===== config.mk =====
export PLATFORM = sky130hd
export DESIGN_NAME = fp_operand_swap
export DESIGN_NICKNAME = d
export VERILOG_FILES = /design/src/rtl/fp_operand_swap.sv
export SDC_FILE = /design/constraint.sdc
export NUM_CORES = 1
export LEC_CHECK = 0
export ABC_AREA = 1
export CAP_MARGIN = 30
export CORE_MARGIN = 1.5
export CORE_UTILIZATION = 42
export CTS_CLUSTER_SIZE = 14
export DETAILED_ROUTE_END_ITERATION = 6
export PLACE_DENSITY = 0.81
export SLEW_MARGIN = 10
export SYNTH_ARGS = -nofsm -noshare
export SYNTH_HDL_FRONTEND = slang
export SYNTH_SLANG_ARGS = --single-unit

===== constraint.sdc =====
create_clock -name clk -period 1.7 [get_ports clk]
set_input_delay 0.34 -clock clk [delete_from_list [all_inputs] [get_ports clk]]
set_output_delay 0.34 -clock clk [all_outputs]
set_load 0.03 [all_outputs]

===== src/rtl/fp_operand_swap.sv =====
// Operand-ordering front stage of the FP adder: the larger-magnitude operand always leaves on slot 1.
// Define FP_SWAP_MANT_CMP_EN to break equal-exponent ties on the mantissa instead of keeping input order.
module fp_operand_swap #(
   parameter int MANT_W = 10,
   parameter int EXP_W  = 5
) (
   input  logic              clk,
   input  logic              rst_n,
   input  logic              in_valid,
   input  logic [MANT_W-1:0] inp1,
   input  logic              sgn1,
   input  logic [EXP_W-1:0]  exp1,
   input  logic [MANT_W-1:0] inp2,
   input  logic              sgn2,
   input  logic [EXP_W-1:0]  exp2,
   output logic [MANT_W-1:0] outinp1,
   output logic              outsign1,
   output logic [EXP_W-1:0]  outexp1,
   output logic [MANT_W-1:0] outinp2,
   output logic              outsgn2,
   output logic [EXP_W-1:0]  outexp2,
   output logic [EXP_W-1:0]  exp_diff,
   output logic              swapped,
   output logic              out_valid
);

   logic             sw;
   logic [EXP_W-1:0] diff;

`ifdef FP_SWAP_MANT_CMP_EN
   assign sw = (exp2 > exp1) || ((exp2 == exp1) && (inp2 > inp1));
`else
   assign sw = (exp2 > exp1);
`endif

   // The larger exponent is always the minuend, so the subtraction cannot wrap.
   assign diff = sw ? (exp2 - exp1) : (exp1 - exp2);

   always_ff @(posedge clk or negedge rst_n) begin
      if (!rst_n) begin
         outinp1   <= '0;
         outsign1  <= 1'b0;
         outexp1   <= '0;
         outinp2   <= '0;
         outsgn2   <= 1'b0;
         outexp2   <= '0;
         exp_diff  <= '0;
         swapped   <= 1'b0;
         out_valid <= 1'b0;
      end else begin
         out_valid <= in_valid;
         if (in_valid) begin
            outinp1  <= sw ? inp2 : inp1;
            outsign1 <= sw ? sgn2 : sgn1;
            outexp1  <= sw ? exp2 : exp1;
            outinp2  <= sw ? inp1 : inp2;
            outsgn2  <= sw ? sgn1 : sgn2;
            outexp2  <= sw ? exp1 : exp2;
            exp_diff <= diff;
            swapped  <= sw;
         end
      end
   end

endmodule


==> run summary <==
CP Buf/Inv Count - 1
main flop type after synthesis - dfrtp_1
ys async rst share - 100.0%
Worst EP required - 1360 ps
unrepaired setup endpoints after global routing - no
clock group share of total power - 23.7%
DRC violations left - 0
Final period util - 98.31%
num ports - 74
synthesized area per cell - 7.620 um^2
global-route wire length before repair - 11,450 um
Min-Delay Endpoint - outexp2[4]
clock tree from TritonCTS - built
Core Area - 0.005851 mm^2
most frequent cells in the layout - nand2_1, nand3_1, dfrtp_1
dpl hpwl - 5025 um
most common cell after layout, fill and taps aside - nand2_1
number of CTS-inserted buffers - 5
PortBufs - 73
r2r startpoint - outinp2[3]
CP Max Fanout - 2
DR vias - 2,598
Reg power frac - 33.8%
WL final - 7344 um
slowest CP cell - clkdlybuf4s50_1
Fill cells - 448
Gate power share - 42.5%
setup slack at placement - -493.9 ps
fmax - 0.5984 GHz
Core Util, Final - 66.27%
Min Clock Period, post-route - 1671 ps
Vias per Instance - 5.054
reg-to-reg setup timing slack - 1040 ps
Vert. Die Dim - 80.61 um
hold_sp - exp2[4]
number of flops mapped to enable cells by yosys - 0
CTS Buffer Depth - 2
Remaining Overflow, GRT - 0
CTS sink count - 39
root buf cell - clkbuf_8
RR Endpoint - outinp2[3]
area of the multi-input gates - 0.001319 mm^2
row cnt - 28
number of nets with antenna violations after routing - 0
Psw - 1.209 mW
Tightest Pin Transition - 346.7 ps
synthesized area - 0.002530 mm^2
YS warnings - 0
worst r2r path cells - 2
Final Slew Violations - 0
gpl congestion - 0.9167
status - complete, no violations
area leader, netlist - dfrtp_1
WHS Path Cells - 3
hold crit path type - input port to flip-flop
drt wl/cell - 14.29 um
Layout area overhead - 53.26%
CP peak stage delay - 690 ps
Antenna Cells - 0
clock-pin slew on the worst setup and hold paths - 70 ps
Max transition margin - 76.85%
register area - 975.9 um^2
worst setup path category - flip-flop to output port
Mapped Cells - 332
Worst setup EP type - output port
initial antenna violation count - 0
Max Cap Viol - 0
vias in the first global route - 2,503
worst endpoint data arrival time - 1330 ps
Clock Skews - 0 ps
switching share of power - 35.59%
synthesized flop and latch total - 39
H-tree depth - 2
layout cell share with drive strength beyond 1 - 23.92%
power per standard cell area - 875.9 mW/mm^2
Die Width - 80.61 um
syn_nets - 378
drt pass-1 iters - 4
Worst-Skew Late Latency - 290 ps
PnR worst setup slack - 28.76 ps
P_leak - 2.224 nW
largest net degree at the start of global routing - 28
initial drt markers - 156
Starting Density - 43.24%
Yosys top cell area share - 38.58%
Setup Viol. Count Final - 0
CP top delay family - buffers and inverters
Die ar. - 0.006498 mm^2
post-synthesis cell type count - 23
Area contributors post-synth - dfrtp_1, nand2_1, nand3_1, nand3_2, inv_1
register area share after synthesis - 38.58%
internal cell power - 2.188 mW
Worst Setup Start Kind - flip-flop
gr usage total - 23.19%
VDD IR max - 0.0004256 V
cells along the critical path - clkdlybuf4s50_1
Nets - 484
count of final hold-check violations - 0
==> cell families after synthesis <==
| kind of cell | share of synthesized area (%) |
|---|---|
| AO/OA/AOI/OAI | 1.978 |
| XOR/XNOR | 0.6925 |
| adder cells (fa/ha/maj) | 6.034 |
| buffers and inverters | 12.22 |
| flip-flops | 38.58 |
| AND/OR/NAND/NOR | 40.50 |
==> metrics by stage <==
stage	hold WS (ps)	cell area, um^2	setup TNS, ps	total power [mW]	cells
2_1_floorplan	44.41	2530	0	1.937	332
3_3_place_gp	247.1	3546	-15550	2.472	499
3_5_place_dp	253.6	3546	-16990	2.501	499
4_1_cts	486.7	3832	0	3.399	513
5_1_grt	337.8	3877	0	3.573	514
6_report	341.6	3877	0	3.396	514
==> state kept, by name, summed over array words and instances (netlist names) <==
| signal | count |
|---|---|
| outexp1 | 5 |
| outsign1 | 1 |
| outsgn2 | 1 |
| outexp2 | 5 |
| outinp1 | 10 |
| outinp2 | 10 |
| out_valid | 1 |
| exp_diff | 5 |
| swapped | 1 |
==> layout make-up <==
| type | instances | area share, % |
|---|---|---|
| Multi-Input combinational cell | 233 | 34.01 |
| Sequential cell | 39 | 25.17 |
| Timing Repair Buffer | 119 | 31.46 |
| Tap cell | 75 | 2.420 |
| Clock inverter | 2 | 0.9035 |
| Clock buffer | 6 | 2.130 |
| Inverter | 40 | 3.904 |
==> synthesized netlist by cell type (3+ instances only) <==
cell type  count
buf_4          3
inv_1         38
o21ai_1        3
nand3_1       53
buf_12         3
dfrtp_1       39
nand3_2       19
ha_1           9
nand2_1      129
nand2_2        4
clkbuf_1       5
a21oi_1        6
buf_2          7
==> power groups by stage <==
stage,clock network (mW),registers [mW],logic [mW]
after floorplan,0,1.44,0.498
after global placement,0,1.17,1.30
after detailed placement,0,1.17,1.33
after CTS,0.817,1.15,1.43
after global routing,0.862,1.16,1.55
final,0.806,1.15,1.44
==> what timing repair did <==
item                                    CTS  global route
cloned                                    2             0
hold buffers                              1             0
endpoints found under the setup margin   39            32
gates resized for setup                  30            38
buffers inserted                          3             1
hold endpoints to repair                 12             0
pin swaps                                 5             6
==> worst max-delay path by stage <==
| stage | depth (start not counted) | to | slack (ps) | startpoint |
|---|---|---|---|---|
| finish | 1 | swapped | 30 | swapped |
| global route | 11 | exp_diff[1] | 3 | exp2[0] |
| CTS | 1 | exp_diff[4] | 10 | exp_diff[4] |
| detailed placement | 12 | outexp2[1] | -490 | exp1[2] |
| global placement | 12 | outexp2[1] | -470 | exp1[3] |
| floorplan | 11 | outexp2[4] | 30 | exp1[3] |
==> metal layers <==
layer | wire [um] | GRT usage [%] | up-vias
met5 | 0 | 0 | -
met4 | 231 | 11.21 | 0
met3 | 500 | 3.864 | 20
met2 | 3636 | 38.40 | 115
met1 | 2977 | 29.14 | 1212
li1 | - | - | 1251
Note: power is estimated with default switching activity, not from simulation.
